### src/rtl/mdu_pkg.sv
// Shared definitions for the HI/LO multiply/divide unit: op encoding seen by
// the main decoder, FSM state type and the default datapath width.
package mdu_pkg;

    localparam int MDU_WIDTH = 32;

    typedef logic [1:0] mdu_op_t;

    localparam mdu_op_t OP_MULT  = 2'd0;
    localparam mdu_op_t OP_MULTU = 2'd1;
    localparam mdu_op_t OP_DIV   = 2'd2;
    localparam mdu_op_t OP_DIVU  = 2'd3;

    typedef enum logic [1:0] {
        IDLE = 2'd0,
        RUN  = 2'd1,
        FIN  = 2'd2
    } mdu_state_e;

    function automatic logic is_div_op(input mdu_op_t op);
        return (op == OP_DIV) || (op == OP_DIVU);
    endfunction

    function automatic logic is_signed_op(input mdu_op_t op);
        return (op == OP_MULT) || (op == OP_DIV);
    endfunction

endpackage

### src/rtl/mult_div_unit_if.sv
// Control-side handshake and HI/LO access bundle for mult_div_unit.
interface mult_div_unit_if
    import mdu_pkg::*;
#(
    parameter int WIDTH = MDU_WIDTH
) ();

    logic             start;
    mdu_op_t          op;
    logic [WIDTH-1:0] src_a;
    logic [WIDTH-1:0] src_b;
    logic             hi_we;
    logic             lo_we;
    logic [WIDTH-1:0] wdata;
    logic             busy;
    logic             done;
    logic [WIDTH-1:0] hi;
    logic [WIDTH-1:0] lo;

    modport master (
        output start, op, src_a, src_b, hi_we, lo_we, wdata,
        input  busy, done, hi, lo
    );

    modport slave (
        input  start, op, src_a, src_b, hi_we, lo_we, wdata,
        output busy, done, hi, lo
    );

endinterface

### src/rtl/mult_div_unit.sv
// Iterative shift-add multiplier / restoring divider owning the MIPS HI/LO
// registers. One iteration per cycle, WIDTH iterations, then a sign-fixup cycle.
module mult_div_unit
    import mdu_pkg::*;
#(
    parameter int WIDTH = MDU_WIDTH
) (
    input logic             clk,
    input logic             rst_n,
    mult_div_unit_if.slave  bus
);

    localparam int CW = $clog2(WIDTH);

    mdu_state_e       state;
    logic [CW-1:0]    count;
    logic             div_q;
    logic             neg_result;
    logic             sign_a;
    logic             div_zero;
    logic [WIDTH-1:0] acc;
    logic [WIDTH-1:0] mq;
    logic [WIDTH-1:0] mcand;
    logic [WIDTH-1:0] hi_q;
    logic [WIDTH-1:0] lo_q;
    logic             done_q;

    logic               launch_signed;
    logic [WIDTH-1:0]   abs_a;
    logic [WIDTH-1:0]   abs_b;
    logic [WIDTH:0]     mul_sum;
    logic [WIDTH:0]     div_shift;
    logic [WIDTH:0]     div_diff;
    logic [2*WIDTH-1:0] prod_fixed;
    logic [WIDTH-1:0]   quot_fixed;
    logic [WIDTH-1:0]   rem_fixed;

    function automatic logic [WIDTH-1:0] cond_neg(input logic [WIDTH-1:0] v, input logic neg);
        return neg ? (~v + WIDTH'(1)) : v;
    endfunction

    function automatic logic [2*WIDTH-1:0] cond_neg_wide(input logic [2*WIDTH-1:0] v, input logic neg);
        return neg ? (~v + (2*WIDTH)'(1)) : v;
    endfunction

    // Operand magnitudes at launch, one engine step, and the signed result views.
    always_comb begin
        launch_signed = is_signed_op(bus.op);
        abs_a         = cond_neg(bus.src_a, launch_signed & bus.src_a[WIDTH-1]);
        abs_b         = cond_neg(bus.src_b, launch_signed & bus.src_b[WIDTH-1]);
        mul_sum       = {1'b0, acc} + {1'b0, (mq[0] ? mcand : '0)};
        div_shift     = {acc, mq[WIDTH-1]};
        div_diff      = div_shift - {1'b0, mcand};
        prod_fixed    = cond_neg_wide({acc, mq}, neg_result);
        quot_fixed    = cond_neg(mq, neg_result);
        rem_fixed     = cond_neg(acc, sign_a);
    end

    // mq holds the multiplier (shifting out) or the dividend/quotient (shifting in).
    always_ff @(posedge clk or negedge rst_n) begin
        if (!rst_n) begin
            state      <= IDLE;
            count      <= '0;
            div_q      <= 1'b0;
            neg_result <= 1'b0;
            sign_a     <= 1'b0;
            div_zero   <= 1'b0;
            acc        <= '0;
            mq         <= '0;
            mcand      <= '0;
            hi_q       <= '0;
            lo_q       <= '0;
            done_q     <= 1'b0;
        end else begin
            done_q <= 1'b0;
            case (state)
                IDLE: begin
                    if (bus.start) begin
                        div_q      <= is_div_op(bus.op);
                        sign_a     <= launch_signed & bus.src_a[WIDTH-1];
                        neg_result <= launch_signed & (bus.src_a[WIDTH-1] ^ bus.src_b[WIDTH-1]);
                        div_zero   <= (bus.src_b == '0);
                        mq         <= is_div_op(bus.op) ? abs_a : abs_b;
                        mcand      <= is_div_op(bus.op) ? abs_b : abs_a;
                        acc        <= '0;
                        count      <= '0;
                        state      <= RUN;
                    end else begin
                        if (bus.hi_we) hi_q <= bus.wdata;
                        if (bus.lo_we) lo_q <= bus.wdata;
                    end
                end
                RUN: begin
                    if (div_q) begin
                        if (!div_diff[WIDTH]) begin
                            acc <= div_diff[WIDTH-1:0];
                            mq  <= {mq[WIDTH-2:0], 1'b1};
                        end else begin
                            acc <= div_shift[WIDTH-1:0];
                            mq  <= {mq[WIDTH-2:0], 1'b0};
                        end
                    end else begin
                        acc <= mul_sum[WIDTH:1];
                        mq  <= {mul_sum[0], mq[WIDTH-1:1]};
                    end
                    count <= count + CW'(1);
                    if (count == CW'(WIDTH - 1)) state <= FIN;
                end
                FIN: begin
                    if (!div_q) begin
                        hi_q <= prod_fixed[2*WIDTH-1:WIDTH];
                        lo_q <= prod_fixed[WIDTH-1:0];
                    end else if (!div_zero) begin
                        hi_q <= rem_fixed;
                        lo_q <= quot_fixed;
                    end
                    count  <= '0;
                    done_q <= 1'b1;
                    state  <= IDLE;
                end
                default: state <= IDLE;
            endcase
        end
    end

    assign bus.busy = (state != IDLE);
    assign bus.done = done_q;
    assign bus.hi   = hi_q;
    assign bus.lo   = lo_q;

endmodule

### src/flat_wrapper.sv
// flat-port wrapper written by rule: the top's interface ports become plain ports
module mult_div_unit_flat import mdu_pkg::*;
#(
    parameter int WIDTH = MDU_WIDTH
)
  (clk, rst_n, bus_start, bus_op, bus_src_a, bus_src_b, bus_hi_we, bus_lo_we, bus_wdata, bus_busy, bus_done, bus_hi, bus_lo);
  mult_div_unit_if #(.WIDTH(WIDTH)) bus_i ();
  input logic clk;
  input logic rst_n;
  input wire logic [$bits(bus_i.start)-1:0] bus_start;
  input wire logic [$bits(bus_i.op)-1:0] bus_op;
  input wire logic [$bits(bus_i.src_a)-1:0] bus_src_a;
  input wire logic [$bits(bus_i.src_b)-1:0] bus_src_b;
  input wire logic [$bits(bus_i.hi_we)-1:0] bus_hi_we;
  input wire logic [$bits(bus_i.lo_we)-1:0] bus_lo_we;
  input wire logic [$bits(bus_i.wdata)-1:0] bus_wdata;
  output wire logic [$bits(bus_i.busy)-1:0] bus_busy;
  output wire logic [$bits(bus_i.done)-1:0] bus_done;
  output wire logic [$bits(bus_i.hi)-1:0] bus_hi;
  output wire logic [$bits(bus_i.lo)-1:0] bus_lo;
  assign bus_i.start = bus_start;
  assign bus_i.op = bus_op;
  assign bus_i.src_a = bus_src_a;
  assign bus_i.src_b = bus_src_b;
  assign bus_i.hi_we = bus_hi_we;
  assign bus_i.lo_we = bus_lo_we;
  assign bus_i.wdata = bus_wdata;
  assign bus_busy = bus_i.busy;
  assign bus_done = bus_i.done;
  assign bus_hi = bus_i.hi;
  assign bus_lo = bus_i.lo;
  mult_div_unit #(.WIDTH(WIDTH)) u_core (.clk(clk), .rst_n(rst_n), .bus(bus_i));
endmodule
### config.mk
export PLATFORM = sky130hd
export DESIGN_NAME = mult_div_unit_flat
export DESIGN_NICKNAME = d
export VERILOG_FILES = /design/src/rtl/mdu_pkg.sv /design/src/rtl/mult_div_unit_if.sv /design/src/rtl/mult_div_unit.sv /design/src/flat_wrapper.sv
export SDC_FILE = /design/constraint.sdc
export NUM_CORES = 1
export LEC_CHECK = 0
export CAP_MARGIN = 25
export CORE_ASPECT_RATIO = 0.9
export CORE_UTILIZATION = 24
export CTS_CLUSTER_SIZE = 10
export DETAILED_ROUTE_END_ITERATION = 8
export MAX_ROUTING_LAYER = met4
export PLACE_DENSITY = 0.37
export SETUP_SLACK_MARGIN = 0.05
export SYNTH_ARGS = -nofsm -noshare
export SYNTH_HDL_FRONTEND = slang
export SYNTH_SLANG_ARGS = --single-unit
### constraint.sdc
create_clock -name clk -period 7.05 [get_ports clk]
set_input_delay 1.41 -clock clk [delete_from_list [all_inputs] [get_ports clk]]
set_output_delay 1.41 -clock clk [all_outputs]
set_load 0.01 [all_outputs]
==> flow_summary.yaml <==
critical_path:
  arrival_ns: 4.77
  start_kind: "register"
  crit_path_cell_trace: "inv_1 > buf_4 > nor2_1 > ha_1 > a211oi_1 > o211ai_1 > a41oi_1 > o21bai_1 > a21bo_2 > o41ai_1 > mux2i_1 > a41oi_1 > a221o_1"
  end_kind: "register"
  crit_type: "reg2reg"
  reg2reg_depth: 13
  cp_common_cell: "a41oi_1"
  slowest_stage: "o41ai_1"
  required_ns: 7.43
  slowest_delay_ns: 0.61
  path_max_fanout: 30
placement:
  placed_area_um2: 17300
  hpwl_um: 50000
  place_congestion: 0.862
  io_buffers: 168
clocking:
  clk_path_buf_depth: 2
  cts_tree: "built"
  postCtsSetupRepairBufs: 0
  clockRootBuffer: "clkbuf_16"
  worstSkewPairLatency_ns: 0.49
  htreeDepth: 4
  holdBufCountCts: 0
  clkSlewWorstSetupHoldPaths_ns: 0.08
  cts.sinks: 172
  postCtsResizedCells: 0
  cts_buffers: 17
synth:
  yosysWarnings: 0
  synthesis.nets: 2072
  synth_area_leaders: "dfrtp_1 (29%), a21oi_1 (6.5%), ha_1 (5.9%)"
  synth_cell_type_count: 75
  ys_seq_elements: 172
  syn_area_per_cell_um2: 7.84
  synth_area_leader_cell: "dfrtp_1"
  synth-seq-area-share_pct: 29.0
  syn_inst: 1897
  synth.most_common_cell: "a21oi_1"
  synth-edff-count: 0
  syn_area_um2: 14900
  async_reset_ff_share_pct: 100
  ys.flop_type: "dfrtp_1"
  synth_common_cells: "a21oi_1 (192), nor2_1 (191), nand2_1 (185), dfrtp_1 (172), o21ai_0 (162)"
  synth_top_area_share_pct: 29.0
floorplan:
  rows: 86
  die-area_um2: 62900
  ios: 169
  initial_utilization_pct: 24.3
  fp.coreArea_um2: 61200
  die_x_um: 264
  die-height_um: 238
pwr:
  power_frac_seq_pct: 22.8
  p_sw_mw: 4.94
  peakVddDrop_uv: 302
  power_frac_clock_pct: 10.3
  power.total_mw: 9.51
  p_per_area_nw_per_um2: 531
  p_int_mw: 4.57
  p_comb_share_pct: 66.9
  p_leak_nw: 7.20
  swShare_pct: 51.9
grt:
  grt_overflow: 0
  grt_pass1_wl_um: 94800
  grt_max_degree: 88
  grt_antenna_before_repair: 2
  use_met1_pct: 30.0
  track_usage_pct: 20.9
  grtUsageMet3_pct: 3.74
  grt_pass1_vias: 14100
  busiest_layer: "met1"
  grt_use_met2_pct: 29.6
sta:
  rsz0062_at_grt: "false"
  max-slew-margin-rel_pct: 39.4
  period_minus_slack_ns: 4.39
  max_slew.worst_pin.slew_ns: 0.886
  hold_viol_final: 0
  slew_viol_final: 0
  max_clock_freq_mhz: 228
  skew_ns: 0.0173
  min_period_over_period_pct: 62.3
  setup_violations: 0
  holdWs_ns: 0.479
  finalSetupTns_ns: 0
drt:
  viasPerCell: 5.23
  first_pass_iters: 5
  drt_wl_total_um: 63800
  vias: 14600
  ant_nets: 0
  drtIter0Drc: 1022
  wl_per_cell_um: 22.8
  drcViolationCount: 0
layout:
  fill_cells: 6591
  fin_util_pct: 29.2
  drive_above_1_share_pct: 4.80
  fin_nets: 2164
  synthToLayoutAreaGrowth_pct: 20.4
  final_area_um2: 17900
outcome:
  run_status: "complete, no violations"
min_path:
  hold_depth: 2
  hp-class: "reg2reg"
job:
  cap_violations: 0
==> through the flow <==
stage | instances | setup slack (ns)
after floorplan | 1897 | 3.34
after global placement | 2760 | 2.52
after detailed placement | 2761 | 2.49
after CTS | 2793 | 2.71
after global routing | 2796 | 2.33
final | 2796 | 2.66
==> cell usage in the layout (no fill, tap or decap), drive strengths merged, types with 7 or more instances in the layout <==
| cell | n |
|---|---|
| nand2b | 19 |
| mux2i | 62 |
| buf | 31 |
| ha | 70 |
| a31oi | 27 |
| a221oi | 14 |
| nor2b | 23 |
| o211ai | 25 |
| a21oi | 192 |
| o21a | 9 |
| and3 | 10 |
| and2 | 12 |
| o21bai | 10 |
| inv | 72 |
| or4 | 9 |
| nand3 | 27 |
| nor4 | 23 |
| dfrtp | 172 |
| nand2 | 185 |
| o31ai | 39 |
| a21o | 29 |
| a21boi | 7 |
| a211oi | 34 |
| o21ai | 174 |
| o221ai | 13 |
| nand4 | 19 |
| nor2 | 191 |
| o41ai | 14 |
| clkdlybuf4s50 | 166 |
| xnor2 | 86 |
| xor2 | 81 |
| clkbuf | 19 |
| or3 | 14 |
| nor3 | 21 |
| a22oi | 25 |
==> power groups by stage <==
stage | Sequential (mW) | Combinational [mW] | Clock [mW]
floorplan | 1.96 | 4.22 | 0
global placement | 2.18 | 6.32 | 0
detailed placement | 2.18 | 6.30 | 0
CTS | 2.17 | 6.33 | 1.01
global route | 2.24 | 6.97 | 1.05
finish | 2.17 | 6.36 | 0.982
==> path summary, 6_finish.rpt <==
| check | startpoint | end | slack, ns |
|---|---|---|---|
| max | u_core.mq[0] | u_core.acc[24] | 2.66 |
| min | u_core.bus.lo[18] | u_core.bus.lo[18] | 0.48 |
| max reg2reg | u_core.mq[0] | u_core.acc[24] | 2.66 |
| min reg2reg | u_core.bus.lo[18] | u_core.bus.lo[18] | 0.48 |
| max in group asynchronous | rst_n | u_core.bus.lo[26] | 4.76 |
| min in group asynchronous | rst_n | u_core.mq[10] | 0.95 |
==> area by class of cell <==
cell class / count / area, µm² / share of cell area [%]
tap: 792 / 991 / 5.54
clock buffer: 18 / 429 / 2.40
clock inverter: 14 / 136 / 0.762
inverter: 67 / 251 / 1.40
timing repair buffer: 198 / 1930 / 10.8
multi-input combinational: 1533 / 9860 / 55.1
sequential: 172 / 4310 / 24.0
antenna: 2 / 5.00 / 0.0280
==> cells by family after synthesis <==
family / after synthesis / synth area share, %
fa+ha+maj: 72 / 6.16
simple gates: 577 / 18.2
flops: 172 / 29.0
compound gates: 651 / 27.4
xor+xnor: 167 / 9.84
mux: 66 / 4.48
buf+inv: 192 / 4.93
==> flip-flops by register name (all words and copies together) (netlist names) <==
signal,flops
u_core.mq,32
u_core.div_q,1
u_core.acc,32
u_core.neg_result,1
u_core.bus.lo,32
u_core.sign_a,1
u_core.bus.hi,32
u_core.div_zero,1
u_core.count,5
u_core.state,2
u_core.mcand,32
u_core.bus.done,1
==> metal layers <==
layer  wire length [µm]  share of wire (%)
met5                  0                  0
met1              32200                 51
met4               1350                2.1
met2              27000                 42
met3               3210                5.0
==> critical path: cells and delay by family (launching register included) <==
| kind | cells | cell delay (ns) |
|---|---|---|
| flip-flops | 1 | 0.50 |
| multiplexers | 1 | 0.26 |
| adder cells (fa/ha/maj) | 1 | 0.24 |
| buffers and inverters | 2 | 0.49 |
| AO/OA/AOI/OAI | 8 | 2.67 |
| AND/OR/NAND/NOR | 1 | 0.10 |
Power figures use the tool's default switching activity.
